**src/rtl/rsa_modexp_ctrl_if.sv**
```systemverilog
// Bundle between the RSA modexp controller, its host, and the Montgomery multiplier.
// master = host plus multiplier side, slave = controller side.
interface rsa_modexp_ctrl_if #(
  parameter int BITS     = 128,
  parameter int EXP_BITS = 128
);
  logic                start;
  logic [BITS-1:0]     msg;
  logic [EXP_BITS-1:0] exp;
  logic [BITS-1:0]     mod;
  logic [BITS-1:0]     r2;
  logic                busy;
  logic                done;
  logic [BITS-1:0]     result;
  logic                mm_go;
  logic [BITS-1:0]     mm_a;
  logic [BITS-1:0]     mm_b;
  logic [BITS-1:0]     mm_m;
  logic                mm_done;
  logic [BITS-1:0]     mm_s;

  modport master (
    output start, msg, exp, mod, r2, mm_done, mm_s,
    input  busy, done, result, mm_go, mm_a, mm_b, mm_m
  );

  modport slave (
    input  start, msg, exp, mod, r2, mm_done, mm_s,
    output busy, done, result, mm_go, mm_a, mm_b, mm_m
  );
endinterface

```
**src/rtl/rsa_modexp_ctrl.sv**
```systemverilog
// Left-to-right square-and-multiply modexp controller driving an external Montgomery multiplier.
// Optional macro MODEXP_SKIP_LEADING_ZEROS_EN skips squaring over the leading zero bits of exp.
module rsa_modexp_ctrl #(
  parameter int BITS     = 128,
  parameter int EXP_BITS = 128,
  parameter int CNT_W    = 8
) (
  input  logic              clk,
  input  logic              rst_n,
  rsa_modexp_ctrl_if.slave  bus
);
  typedef enum logic [3:0] {
    S_IDLE, S_MONT_X, S_MONT_P, S_SCAN, S_SQUARE, S_MULT, S_NEXT, S_FROM_MONT, S_DONE
  } state_t;
  typedef enum logic [1:0] {M_ISSUE, M_WAIT, M_DRAIN} sub_t;

  localparam logic [BITS-1:0]  ONE     = BITS'(1);
  localparam logic [CNT_W-1:0] TOP_IDX = CNT_W'(EXP_BITS - 1);

  state_t              r_state, w_state_next;
  sub_t                r_sub, w_sub_next;
  logic                r_drain, w_drain_next;
  logic [BITS-1:0]     r_msg, r_mod, r_r2, r_x, r_p, r_result, r_mm_a, r_mm_b;
  logic [EXP_BITS-1:0] r_exp;
  logic [CNT_W-1:0]    r_idx;
  logic                r_busy, r_done, r_mm_go;

  logic                w_accept, w_issue, w_capture, w_mul_end, w_idx_dec, w_p_from_x, w_finish;
  logic                w_mul_state;
  logic [BITS-1:0]     w_op_a, w_op_b;
  logic [EXP_BITS-1:0] w_exp_shift;
  logic                w_exp_bit;

  assign w_exp_shift = r_exp >> r_idx;
  assign w_exp_bit   = w_exp_shift[0];
  assign w_mul_state = (r_state == S_MONT_X) || (r_state == S_MONT_P) || (r_state == S_SQUARE) ||
                       (r_state == S_MULT) || (r_state == S_FROM_MONT);

  always_ff @(posedge clk) begin
    if (!rst_n) begin
      r_state <= S_IDLE;
      r_sub   <= M_ISSUE;
      r_drain <= 1'b0;
    end else begin
      r_state <= w_state_next;
      r_sub   <= w_sub_next;
      r_drain <= w_drain_next;
    end
  end

  always_comb begin
    w_state_next = r_state;
    w_sub_next   = r_sub;
    w_drain_next = r_drain;
    w_accept     = 1'b0;
    w_issue      = 1'b0;
    w_capture    = 1'b0;
    w_mul_end    = 1'b0;
    w_idx_dec    = 1'b0;
    w_p_from_x   = 1'b0;
    w_finish     = 1'b0;
    w_op_a       = r_p;
    w_op_b       = r_p;
    case (r_state)
      S_IDLE: if (bus.start) begin
        w_accept     = 1'b1;
        w_state_next = S_MONT_X;
      end
      S_MONT_X:    begin w_op_a = r_msg; w_op_b = r_r2; end
      S_MONT_P:    begin w_op_a = ONE;   w_op_b = r_r2; end
      S_MULT:      w_op_b = r_x;
      S_FROM_MONT: w_op_b = ONE;
      S_NEXT: begin
        if (r_idx == '0) begin
          w_state_next = S_FROM_MONT;
        end else begin
          w_idx_dec    = 1'b1;
          w_state_next = S_SQUARE;
        end
      end
`ifdef MODEXP_SKIP_LEADING_ZEROS_EN
      S_SCAN: begin
        // The first set bit needs no square or multiply: 1^2*X is just X.
        if (w_exp_bit) begin
          w_p_from_x   = 1'b1;
          w_state_next = S_NEXT;
        end else if (r_idx == '0) begin
          w_state_next = S_FROM_MONT;
        end else begin
          w_idx_dec = 1'b1;
        end
      end
`endif
      S_DONE:  w_state_next = S_IDLE;
      default: ;
    endcase

    // Drain keeps mm_go low two cycles and until the multiplier has cleared done.
    if (w_mul_state) begin
      case (r_sub)
        M_ISSUE: if (!bus.mm_done) begin
          w_issue    = 1'b1;
          w_sub_next = M_WAIT;
        end
        M_WAIT: if (bus.mm_done) begin
          w_capture    = 1'b1;
          w_drain_next = 1'b0;
          w_sub_next   = M_DRAIN;
        end
        M_DRAIN: begin
          w_drain_next = 1'b1;
          if (r_drain && !bus.mm_done) begin
            w_mul_end  = 1'b1;
            w_sub_next = M_ISSUE;
          end
        end
        default: w_sub_next = M_ISSUE;
      endcase
    end

    if (w_mul_end) begin
      case (r_state)
        S_MONT_X: w_state_next = S_MONT_P;
`ifdef MODEXP_SKIP_LEADING_ZEROS_EN
        S_MONT_P: w_state_next = S_SCAN;
`else
        S_MONT_P: w_state_next = S_SQUARE;
`endif
        S_SQUARE: w_state_next = w_exp_bit ? S_MULT : S_NEXT;
        S_MULT:   w_state_next = S_NEXT;
        S_FROM_MONT: begin
          w_state_next = S_DONE;
          w_finish     = 1'b1;
        end
        default: ;
      endcase
    end
  end

  always_ff @(posedge clk) begin
    if (!rst_n) begin
      r_msg <= '0; r_exp <= '0; r_mod <= '0; r_r2 <= '0;
      r_x <= '0; r_p <= '0; r_result <= '0; r_idx <= '0;
      r_mm_a <= '0; r_mm_b <= '0; r_mm_go <= 1'b0;
      r_busy <= 1'b0; r_done <= 1'b0;
    end else begin
      r_done <= w_finish;
      if (w_accept) begin
        r_msg  <= bus.msg;
        r_exp  <= bus.exp;
        r_mod  <= bus.mod;
        r_r2   <= bus.r2;
        r_busy <= 1'b1;
      end
      if (w_issue) begin
        r_mm_a  <= w_op_a;
        r_mm_b  <= w_op_b;
        r_mm_go <= 1'b1;
      end
      if (w_capture) begin
        r_mm_go <= 1'b0;
        if (r_state == S_MONT_X) r_x <= bus.mm_s;
        else                     r_p <= bus.mm_s;
      end
      if (w_p_from_x) r_p <= r_x;
      if (w_mul_end && (r_state == S_MONT_P)) r_idx <= TOP_IDX;
      else if (w_idx_dec)                     r_idx <= r_idx - CNT_W'(1);
      if (w_finish) begin
        r_result <= r_p;
        r_busy   <= 1'b0;
      end
    end
  end

  assign bus.busy   = r_busy;
  assign bus.done   = r_done;
  assign bus.result = r_result;
  assign bus.mm_go  = r_mm_go;
  assign bus.mm_a   = r_mm_a;
  assign bus.mm_b   = r_mm_b;
  assign bus.mm_m   = r_mod;
endmodule

```
**src/flat_wrapper.sv**
```systemverilog
// flat-port wrapper written by rule: the top's interface ports become plain ports
module rsa_modexp_ctrl_flat 
#(
  parameter int BITS     = 128,
  parameter int EXP_BITS = 128,
  parameter int CNT_W    = 8
)
  (clk, rst_n, bus_start, bus_msg, bus_exp, bus_mod, bus_r2, bus_mm_done, bus_mm_s, bus_busy, bus_done, bus_result, bus_mm_go, bus_mm_a, bus_mm_b, bus_mm_m);
  rsa_modexp_ctrl_if #(.BITS(BITS), .EXP_BITS(EXP_BITS)) bus_i ();
  input  logic clk;
  input  logic rst_n;
  input wire logic [$bits(bus_i.start)-1:0] bus_start;
  input wire logic [$bits(bus_i.msg)-1:0] bus_msg;
  input wire logic [$bits(bus_i.exp)-1:0] bus_exp;
  input wire logic [$bits(bus_i.mod)-1:0] bus_mod;
  input wire logic [$bits(bus_i.r2)-1:0] bus_r2;
  input wire logic [$bits(bus_i.mm_done)-1:0] bus_mm_done;
  input wire logic [$bits(bus_i.mm_s)-1:0] bus_mm_s;
  output wire logic [$bits(bus_i.busy)-1:0] bus_busy;
  output wire logic [$bits(bus_i.done)-1:0] bus_done;
  output wire logic [$bits(bus_i.result)-1:0] bus_result;
  output wire logic [$bits(bus_i.mm_go)-1:0] bus_mm_go;
  output wire logic [$bits(bus_i.mm_a)-1:0] bus_mm_a;
  output wire logic [$bits(bus_i.mm_b)-1:0] bus_mm_b;
  output wire logic [$bits(bus_i.mm_m)-1:0] bus_mm_m;
  assign bus_i.start = bus_start;
  assign bus_i.msg = bus_msg;
  assign bus_i.exp = bus_exp;
  assign bus_i.mod = bus_mod;
  assign bus_i.r2 = bus_r2;
  assign bus_i.mm_done = bus_mm_done;
  assign bus_i.mm_s = bus_mm_s;
  assign bus_busy = bus_i.busy;
  assign bus_done = bus_i.done;
  assign bus_result = bus_i.result;
  assign bus_mm_go = bus_i.mm_go;
  assign bus_mm_a = bus_i.mm_a;
  assign bus_mm_b = bus_i.mm_b;
  assign bus_mm_m = bus_i.mm_m;
  rsa_modexp_ctrl #(.BITS(BITS), .EXP_BITS(EXP_BITS), .CNT_W(CNT_W)) u_core (.clk(clk), .rst_n(rst_n), .bus(bus_i));
endmodule
```
**config.mk**
```make
export PLATFORM = sky130hd
export DESIGN_NAME = rsa_modexp_ctrl_flat
export DESIGN_NICKNAME = d
export VERILOG_FILES = /design/src/rtl/rsa_modexp_ctrl_if.sv /design/src/rtl/rsa_modexp_ctrl.sv /design/src/flat_wrapper.sv
export SDC_FILE = /design/constraint.sdc
export NUM_CORES = 2
export LEC_CHECK = 0
export CAP_MARGIN = 20
export CORE_AREA = 4 4 449 451
export DETAILED_ROUTE_END_ITERATION = 8
export DIE_AREA = 0 0 453 455
export GPL_ROUTABILITY_DRIVEN = 1
export PLACE_DENSITY = 0.5
export SYNTH_ARGS = -nofsm -noshare
export SYNTH_HDL_FRONTEND = slang
export SYNTH_SLANG_ARGS = --single-unit
```
**constraint.sdc**
```tcl
create_clock -name clk -period 3.4 [get_ports clk]
set_input_delay 0.68 -clock clk [delete_from_list [all_inputs] [get_ports clk]]
set_output_delay 0.68 -clock clk [all_outputs]
set_load 0.02 [all_outputs]
```
==> flow_metrics.tcl <==
set metrics [dict create \
    antenna_found_initial 86 \
    hp-class "primary input to flop" \
    synth.avg_cell_area_sq_um 8.42 \
    hold_viol 0 \
    rsz0062_at_grt "false" \
    drive_gt1_frac 0.0635 \
    drc 0 \
    synthCells 5177 \
    power_leakage_nw 22.0 \
    min_period_ps 2960 \
    yosysWarnings 0 \
    setup_violations 0 \
    dr_wl_met2_mm 106 \
    synth_nets 5823 \
    die_h_microns 455 \
    ios 1159 \
    rows 163 \
    synth_edf_count 0 \
    design_area_sq_um 62900 \
    synth_top_area_frac 0.537 \
    cts_tree "yes" \
    top_layer_used "met5" \
    post_cts_buffers 0 \
    wl_per_cell_microns 25.4 \
    dpl.hpwl_mm 165 \
    whs_ps 430 \
    start_kind "flop" \
    seq_area_frac_synth 0.537 \
    cts.path.max_buffers 3 \
    clock.fmax_mhz 338 \
    power_density_nw_per_um2 564 \
    post_cts_resize_count 0 \
    grt_pass1_vias 40400 \
    nNetsFinal 6770 \
    finClkSkew_ps 26.1 \
    tightestPinTransition_ps 1170 \
    async_reset_ff_frac 0 \
    synth_top_cell_by_area "dfxtp_1" \
    gp_congestion 0.889 \
    grt_usage 0.209 \
    timing.final.max_slew_violations 0 \
    start_util 0.221 \
    fin_tns_setup_ps 0 \
    max_cap_violations 0 \
    first_iter_violations 3721 \
    rr_startpoint "u_core.r_state[0]$_SDFF_PN0_" \
    hold_buffers 0 \
    ir_drop_mv 0.479 \
    synth_ff_type "dfxtp_1" \
    relSlewSlack 0.216 \
    areaGrowthSynthToFinish_pct 44.4 \
    critPathArrivalTime_ps 3640 \
    synth-seq-cells 1170 \
    h-tree-depth 4 \
    die_w_microns 453 \
    synth.area.top_cells "dfxtp_1 (54%), nand2_1 (13%), a21oi_1 (9.0%)" \
    drt-total-wl_mm 227 \
    crit_start "u_core.r_state[0]$_SDFF_PN0_" \
    status "finished, final reports clean" \
    cts.clk_slew.worst_paths_ps 60 \
    synth_commonest_cells "nand2_1 (1,550), dfxtp_1 (1,170), a21oi_1 (786), clkbuf_1 (305), nor2_1 (275)" \
    placed_area_sq_um 58000 \
    coreArea_sq_um 197000 \
    endpoint_kind "flop" \
    cts_buffers 141 \
    vias_per_cell 4.77 \
    crit_path_max_fanout 43 \
    numClockSinks 1170 \
    wl_met1_mm 95.2 \
    die-area_sq_um 206000 \
    grt_max_degree 187 \
    num_vias 42500 \
    yosysMostFrequentCell "nand2_1" \
    met3_length_mm 17.7 \
    netlist_area_sq_um 43600 \
    synth_cell_types 58 \
    ant_nets 0 \
    grt-ovfl-total 0 \
    required_ps 4080 \
    numPortBuffers 1158 \
    min_period_over_period 0.871 \
    drtPass1Iterations 6 \
    worstHoldStart "bus_exp[18]" \
    worstSetupPathType "flop to flop" \
    grt_pass1_wl_mm 312 \
    clk_latency_ps 790 \
    cts-root-buf "clkbuf_16" \
]
cells in the final DEF (no fill, tap or decap), types with 3 or more instances in the layout:
master and count:
a21oi_1 786, mux2_2 3, o21ai_0 13, a211oi_1 129, bufinv_16 9, clkinv_8 5
xnor2_1 3, clkbuf_16 145, o31a_1 3, inv_6 5, clkbuf_1 30, clkdlybuf4s50_1 1158
and3_1 130, a221oi_1 256, clkinv_4 4, nor3b_1 3, nor2_1 271, o21a_1 3
nand3_1 5, mux4_2 23, o221ai_1 4, inv_8 3, a311oi_1 3, clkbuf_8 32
nand2_1 1548, buf_4 70, o31ai_1 5, inv_1 6, xor2_1 6, nor2_4 4
clkinv_2 23, nand4b_1 3, dfxtp_1 1168, nor3_1 132, mux2i_1 19, buf_12 49
diode_2 38, a22o_1 128
through the flow:
step | instances | utilization | worst slack (ps) | power (mW)
after global placement | 8621 | 0.294 | 329 | 20.1
after detailed placement | 8621 | 0.294 | 309 | 20.1
after CTS | 8879 | 0.319 | 421 | 36.0
final | 8917 | 0.319 | 438 | 35.5
after global routing | 8904 | 0.319 | 251 | 36.9
after floorplan | 5177 | - | 350 | 17.3
state kept, by name, indices dropped and copies added (netlist names), 2 cells and up:
name / flops
u_core.bus.mm_a: 128
u_core.r_sub: 2
u_core.r_exp: 128
u_core.bus.mm_b: 128
u_core.bus.mm_m: 128
u_core.r_r2: 128
u_core.r_p: 128
u_core.r_msg: 128
u_core.bus.result: 128
u_core.r_x: 128
u_core.r_state: 4
u_core.r_idx: 8
power breakdown:
group / total, mW / switching [mW] / internal (mW)
registers: 14.9 / 0.478 / 14.4
logic: 4.87 / 2.82 / 2.05
clock network: 15.7 / 6.45 / 9.27
total: 35.5 / 9.74 / 25.7
critical path, stage by stage (launching register included):
cell and delay [ps]:
dfxtp_1 580, buf_4 290, nand2_1 380, nor2_4 330
or2_4 580, buf_12 320, nand2_1 90, a21oi_1 170
logic make-up (layout without fill, tap and decap cells):
group	Yosys count	after routing	share of synthesized area
adder cells (fa/ha/maj)	2	2	0.000574
buffers and inverters	481	1543	0.0482
other	0	38	0
XOR/XNOR	9	9	0.00181
flip-flops	1170	1170	0.537
multiplexers	45	45	0.0170
AO/OA/AOI/OAI	1342	1342	0.197
AND/OR/NAND/NOR	2128	2128	0.198
layout make-up:
cell class              count  area [sq um]
clock inverters            51           626
diodes                     38          95.1
well taps                2640          3300
repair buffers           1277         13100
fillers                 20700        134000
flip-flops and latches   1170         23400
multi-input cells        3526         18200
inverters                   8          37.5
clock buffers             207          4180
worst paths after layout:
| kind | slack [ps] | cells after the start | endpoint |
|---|---|---|---|
| worst min-delay path | 430 | 3 | u_core.r_exp[18]$_SDFFE_PN0P_ |
| worst max-delay path | 440 | 7 | u_core.r_p[117]$_SDFFE_PN0P_ |
| worst max register to register | 440 | 7 | u_core.r_p[117]$_SDFFE_PN0P_ |
| worst min register to register | 450 | 2 | u_core.r_exp[16]$_SDFFE_PN0P_ |
routing by layer:
metal,global-route usage,vias to the layer above
met4,0.0755,42
met5,0,-
li1,-,19800
met1,0.267,20700
met3,0.0582,335
met2,0.335,1598
(Power assumes the default switching activity.)
